[src/rtl/fir_out_pkg.sv]
// Shared types and constant helpers for the FIR output quantizer.
package fir_out_pkg;

    localparam int unsigned SAMPLE_W = 64;

    typedef struct packed {
        logic                       valid;
        logic signed [SAMPLE_W-1:0] data;
    } pipe_t;

    function automatic int unsigned clog2(input int unsigned n);
        int unsigned r;
        r = 0;
        while ((64'd1 << r) < 64'(n)) r = r + 1;
        return r;
    endfunction

    function automatic logic signed [SAMPLE_W-1:0] sat_max(input int unsigned w);
        logic signed [SAMPLE_W-1:0] one;
        one = SAMPLE_W'(1);
        return (one <<< (w - 1)) - one;
    endfunction

    function automatic logic signed [SAMPLE_W-1:0] sat_min(input int unsigned w);
        return ~sat_max(w);
    endfunction

endpackage

[src/rtl/fir_out_fifo.sv]
// First-word-fall-through FIFO; a push into a full FIFO only lands when a pop frees a slot.
module fir_out_fifo
    import fir_out_pkg::*;
#(
    parameter int unsigned WIDTH = 16,
    parameter int unsigned DEPTH = 4
) (
    input  logic                        clk,
    input  logic                        reset,
    input  logic                        push,
    input  logic [WIDTH-1:0]            push_data,
    input  logic                        pop,
    output logic [WIDTH-1:0]            pop_data,
    output logic                        full,
    output logic                        empty,
    output logic [clog2(DEPTH):0]       count
);

    localparam int unsigned AW = clog2(DEPTH);
    localparam int unsigned CW = AW + 1;

    logic [WIDTH-1:0] mem [DEPTH];
    logic [AW-1:0]    wr_ptr;
    logic [AW-1:0]    rd_ptr;
    logic             push_ok;
    logic             pop_ok;
    logic [CW-1:0]    count_nxt;

    // An empty FIFO never pops, so a same-cycle push cannot bypass to the head.
    always_comb begin
        pop_ok    = pop && !empty;
        push_ok   = push && (!full || pop_ok);
        count_nxt = count + CW'(push_ok) - CW'(pop_ok);
    end

    always_ff @(posedge clk) begin
        if (reset) begin
            wr_ptr <= '0;
            rd_ptr <= '0;
            count  <= '0;
            empty  <= 1'b1;
            full   <= 1'b0;
            for (int unsigned i = 0; i < DEPTH; i++) mem[i] <= '0;
        end else begin
            if (push_ok) begin
                mem[wr_ptr] <= push_data;
                wr_ptr      <= wr_ptr + AW'(1);
            end
            if (pop_ok) rd_ptr <= rd_ptr + AW'(1);
            count <= count_nxt;
            empty <= (count_nxt == '0);
            full  <= (count_nxt == CW'(DEPTH));
        end
    end

    assign pop_data = mem[rd_ptr];

endmodule

[src/rtl/fir_out_quantizer.sv]
// Rounds, shifts, saturates and decimates FIR results into a small output FIFO.
// Optional FIR_OUT_QUANTIZER_SATCNT_EN adds a saturating 16-bit clamp counter.
module fir_out_quantizer
    import fir_out_pkg::*;
#(
    parameter int unsigned INPUT_WIDTH  = 33,
    parameter int unsigned OUTPUT_WIDTH = 16,
    parameter int unsigned SHIFT        = 16,
    parameter int unsigned DECIM        = 1,
    parameter int unsigned FIFO_DEPTH   = 4
) (
    input  logic                    clk,
    input  logic                    reset,
    input  logic [INPUT_WIDTH-1:0]  in_data,
    input  logic                    in_valid,
    output logic [OUTPUT_WIDTH-1:0] out_data,
    output logic                    out_valid,
    input  logic                    out_ready,
    input  logic                    clear_flags,
    output logic                    sat_flag,
    output logic                    drop_flag
`ifdef FIR_OUT_QUANTIZER_SATCNT_EN
    ,
    output logic [15:0]             sat_count
`endif
);

    localparam int unsigned XW  = INPUT_WIDTH + 1;
    localparam int unsigned DCW = (DECIM > 1) ? clog2(DECIM) : 1;
    localparam int unsigned CW  = clog2(FIFO_DEPTH) + 1;

    localparam logic signed [XW-1:0]       HALF    = XW'(1) << (SHIFT - 1);
    localparam logic signed [SAMPLE_W-1:0] OMAX    = sat_max(OUTPUT_WIDTH);
    localparam logic signed [SAMPLE_W-1:0] OMIN    = sat_min(OUTPUT_WIDTH);
    localparam logic [OUTPUT_WIDTH-1:0]    OUT_MAX = OMAX[OUTPUT_WIDTH-1:0];
    localparam logic [OUTPUT_WIDTH-1:0]    OUT_MIN = OMIN[OUTPUT_WIDTH-1:0];

    pipe_t                    s1_q;
    logic                     s2_valid;
    logic [OUTPUT_WIDTH-1:0]  s2_data;
    logic signed [XW-1:0]     rnd_sum;
    logic signed [XW-1:0]     rnd_shr;
    logic                     clamp_hi;
    logic                     clamp_lo;
    logic                     sat_ev;
    logic [OUTPUT_WIDTH-1:0]  clamped;
    logic [DCW-1:0]           dec_cnt;
    logic                     push;
    logic                     pop;
    logic                     drop_ev;
    logic                     fifo_full;
    logic                     fifo_empty;
    logic [CW-1:0]            unused_fifo_count;

    // One extra bit of headroom keeps the rounding add from wrapping.
    always_comb begin
        rnd_sum  = XW'($signed(in_data)) + HALF;
        rnd_shr  = rnd_sum >>> SHIFT;
        clamp_hi = $signed(s1_q.data) > OMAX;
        clamp_lo = $signed(s1_q.data) < OMIN;
        clamped  = s1_q.data[OUTPUT_WIDTH-1:0];
        if (clamp_hi) clamped = OUT_MAX;
        if (clamp_lo) clamped = OUT_MIN;
        sat_ev   = s1_q.valid && (clamp_hi || clamp_lo);
    end

    always_ff @(posedge clk) begin
        if (reset) begin
            s1_q     <= '0;
            s2_valid <= 1'b0;
            s2_data  <= '0;
        end else begin
            s1_q     <= '{valid: in_valid, data: SAMPLE_W'(rnd_shr)};
            s2_valid <= s1_q.valid;
            s2_data  <= clamped;
        end
    end

    assign push    = s2_valid && (dec_cnt == '0);
    assign pop     = out_valid && out_ready;
    assign drop_ev = push && fifo_full && !pop;

    // Set events take priority over clear_flags in the same cycle.
    always_ff @(posedge clk) begin
        if (reset) begin
            dec_cnt   <= '0;
            sat_flag  <= 1'b0;
            drop_flag <= 1'b0;
        end else begin
            if (s2_valid)
                dec_cnt <= (dec_cnt == DCW'(DECIM - 1)) ? '0 : dec_cnt + DCW'(1);
            if (sat_ev)           sat_flag <= 1'b1;
            else if (clear_flags) sat_flag <= 1'b0;
            if (drop_ev)          drop_flag <= 1'b1;
            else if (clear_flags) drop_flag <= 1'b0;
        end
    end

`ifdef FIR_OUT_QUANTIZER_SATCNT_EN
    always_ff @(posedge clk) begin
        if (reset) begin
            sat_count <= '0;
        end else if (clear_flags) begin
            sat_count <= sat_ev ? 16'd1 : 16'd0;
        end else if (sat_ev && (sat_count != 16'hFFFF)) begin
            sat_count <= sat_count + 16'd1;
        end
    end
`endif

    fir_out_fifo #(
        .WIDTH (OUTPUT_WIDTH),
        .DEPTH (FIFO_DEPTH)
    ) u_fifo (
        .clk       (clk),
        .reset     (reset),
        .push      (push),
        .push_data (s2_data),
        .pop       (pop),
        .pop_data  (out_data),
        .full      (fifo_full),
        .empty     (fifo_empty),
        .count     (unused_fifo_count)
    );

    assign out_valid = !fifo_empty;

endmodule

[config.mk]
export PLATFORM = sky130hd
export DESIGN_NAME = fir_out_quantizer
export DESIGN_NICKNAME = d
export VERILOG_FILES = /design/src/rtl/fir_out_pkg.sv /design/src/rtl/fir_out_fifo.sv /design/src/rtl/fir_out_quantizer.sv
export SDC_FILE = /design/constraint.sdc
export NUM_CORES = 1
export LEC_CHECK = 0
export CORE_AREA = 2 2 118 120
export CTS_CLUSTER_DIAMETER = 120
export CTS_CLUSTER_SIZE = 28
export DETAILED_ROUTE_END_ITERATION = 16
export DIE_AREA = 0 0 120 122
export SLEW_MARGIN = 20
export SYNTH_ARGS = -nofsm -noshare
export SYNTH_HDL_FRONTEND = slang
export SYNTH_SLANG_ARGS = --single-unit
[constraint.sdc]
create_clock -name clk -period 4 [get_ports clk]
set_clock_uncertainty 0.15 [all_clocks]
set_input_delay 0.8 -clock clk [delete_from_list [all_inputs] [get_ports clk]]
set_output_delay 0.8 -clock clk [all_outputs]
set_load 0.02 [all_outputs]
==> qor.yml <==
setup_path:
  cp_data_arrival_time_ns: 2.50
  crit_required_ns: 3.05
  worst-path-max-fanout: 9
  crit_family: "buffers and inverters"
  slowest_delay_ns: 0.66
  path_cells: "buf_4 -> mux4_2 -> clkdlybuf4s50_1"
  critPathKind: "reg2out"
  end_kind: "output port"
  worst-path-buf-inv: 2
  cp-start-kind: "flip-flop"
  critPathSlowestCell: "dfxtp_1"
die:
  start_util: 0.342
  die_h_um: 122
  die_width_um: 120
  rows: 43
  core_area_mm2: 0.0135
  io_pins: 57
  dieArea_mm2: 0.0146
power_and_ir_drop:
  p_per_area_mw_per_mm2: 550
  power.switching_uw: 730
  ir_worst_vdd_mv: 0.308
  swShare: 0.229
  leakagePower_uw: 0.00215
  clockPowerShare: 0.437
  power_frac_seq: 0.426
  p_int_uw: 2460
  comb_power_share: 0.138
layout:
  area.growth.synth_to_final_pct: 25.9
  final_core_util: 0.430
  fin_cells: 590
  final_cell_area_mm2: 0.00581
  final_nets: 439
  drive_gt1_frac: 0.137
  antenna_cells: 0
routing:
  drc: 0
  vias_per_cell: 4.59
  wirelength_um: 8390
  ant_nets: 0
  drtPass1Iterations: 6
  vias: 2708
  wire_per_inst_um: 14.2
  drt-initial-drc-count: 161
global_routing:
  overflow: 0
  grt_antenna_before_repair: 0
  grt_pass1_vias: 2783
  grt_pass1_wl_um: 13900
  track_usage: 0.128
  grt_max_degree: 35
logic_synthesis:
  syn_area_mm2: 0.00461
  synth.largest_area_cell: "edfxtp_1"
  synth_cell_types: 37
  syn_area_per_cell_um2: 13.4
  synth_top_area_share: 0.417
  ys_warn_count: 0
  synthesis.instances: 345
  synth_fp_nets: 387
  synth_edf_count: 64
  yosysMostFrequentCell: "and2_1"
  async_flop_share: 0
  yosys-top-cells-count: "and2_1 (65), edfxtp_1 (64), dfxtp_1 (49)"
  synthFlopType: "edfxtp_1"
  synth_area_leaders: "edfxtp_1 (42%), dfxtp_1 (21%), and2_1 (8.8%)"
  ys_seq_elements: 113
  seq_area_frac_synth: 0.629
placed_design:
  pre_cts_ws_ns: 0.829
  place_area_mm2: 0.00523
  io_buffers: 41
  place.gp.congestion: 0.753
  place_inst: 558
  dp_hpwl_um: 5460
timing:
  finalWorstSetupSlack_ns: 0.549
  timing.slew.headroom: 0.421
  fmax_mhz: 290
  finalHoldViolations: 0
  period_share: 0.863
  slew_viol_final: 0
  setup-tns-final_ns: 0
  post-route-min-period_ns: 3.45
  rsz0062_at_grt: "no"
  worstMarginPinSlew_ns: 0.865
  setup_viol: 0
cts:
  post_cts_buffers: 0
  cts_inserted_buffers: 17
  root_buffer: "clkbuf_16"
  clock_latency_ns: 0.40
  cts.clk_slew.worst_paths_ns: 0.05
  cts_tree: "yes"
  cts_sinks: 113
  clk_path_buf_depth: 2
  htree_levels: 4
  cts_hold_buffers: 0
  cts_resized: 0
run_status:
  outcome: "completed"
min_path:
  hold_path_class: "reg2reg"
flow_run:
  maxCapViolCount: 0
final timing paths:
kind | from | to | slack (ns) | cells after the start
worst max-delay path | flip-flop | out_data[5] | 0.55 | 3
worst min-delay path | s1_q[6] | s2_data[6] | 0.29 | 1
worst min register to register | s1_q[6] | s2_data[6] | 0.29 | 1
worst max register to register | u_fifo.empty | u_fifo.full | 1.75 | 10
registers in the layout, summed over array words and instances, names as in the netlist, 2 cells and up, named ones only:
register and cells:
u_fifo.mem 64, u_fifo.wr_ptr 2, u_fifo.rd_ptr 2, s1_q 19, s2_data 16, u_fifo.count 3
layer usage:
layer | track usage | wire length, µm | vias up
met1 | 0.151 | 3770 | 1301
met5 | 0 | 0 | -
met3 | 0.0412 | 390 | 13
met2 | 0.210 | 4080 | 63
met4 | 0.0618 | 157 | 0
li1 | - | - | 1331
metrics by stage:
step,hold WS [ns],total power [µW]
floorplan,0.268,1650
global placement,0.283,1820
detailed placement,0.281,1830
CTS,0.296,3230
global route,0.300,3330
finish,0.295,3190
power by group through the flow:
stage | Combinational, µW | Clock (µW) | Sequential, µW
final | 439 | 1390 | 1360
after global routing | 484 | 1480 | 1370
after CTS | 448 | 1420 | 1360
after detailed placement | 445 | 0 | 1380
after global placement | 439 | 0 | 1380
after floorplan | 301 | 0 | 1350
kinds of logic after synthesis:
family,share of synthesized area
AND/OR/NAND/NOR,0.167
multiplexers,0.0806
XOR/XNOR,0.0304
AO/OA/AOI/OAI,0.0553
buffers and inverters,0.0252
flip-flops,0.629
adder cells (fa/ha/maj),0.0125
cell type report:
cell class	instances	area (µm²)
Clock buffer	28	549
Clock inverter	4	20.0
Fill cell	1238	7700
Inverter	13	48.8
Multi-Input combinational cell	204	1600
Sequential cell	113	2900
Tap cell	180	225
Timing Repair Buffer	48	463
layout by cell type, fill, tap and decap left out, types with 2 or more instances in the layout:
cell             count
and4_1               2
dfxtp_1             49
clkbuf_8             4
xnor2_1             10
clkinv_2             4
buf_4                7
clkbuf_1             5
or4_1                3
clkbuf_16           19
edfxtp_1            64
a32oi_1              2
inv_1               13
o21a_1              15
nand3_1              7
or2_1                2
o21ai_0              2
a21oi_1              6
nand4_1              4
nand2_1              8
nor2b_1              7
nor2_1              21
o21ai_1              2
ha_1                 3
xor2_1               6
nor3_1               2
clkdlybuf4s50_1     41
o31ai_1              4
and3_1               4
or3_1                3
and2_1              65
mux4_2              16
(Power assumes the default switching activity.)
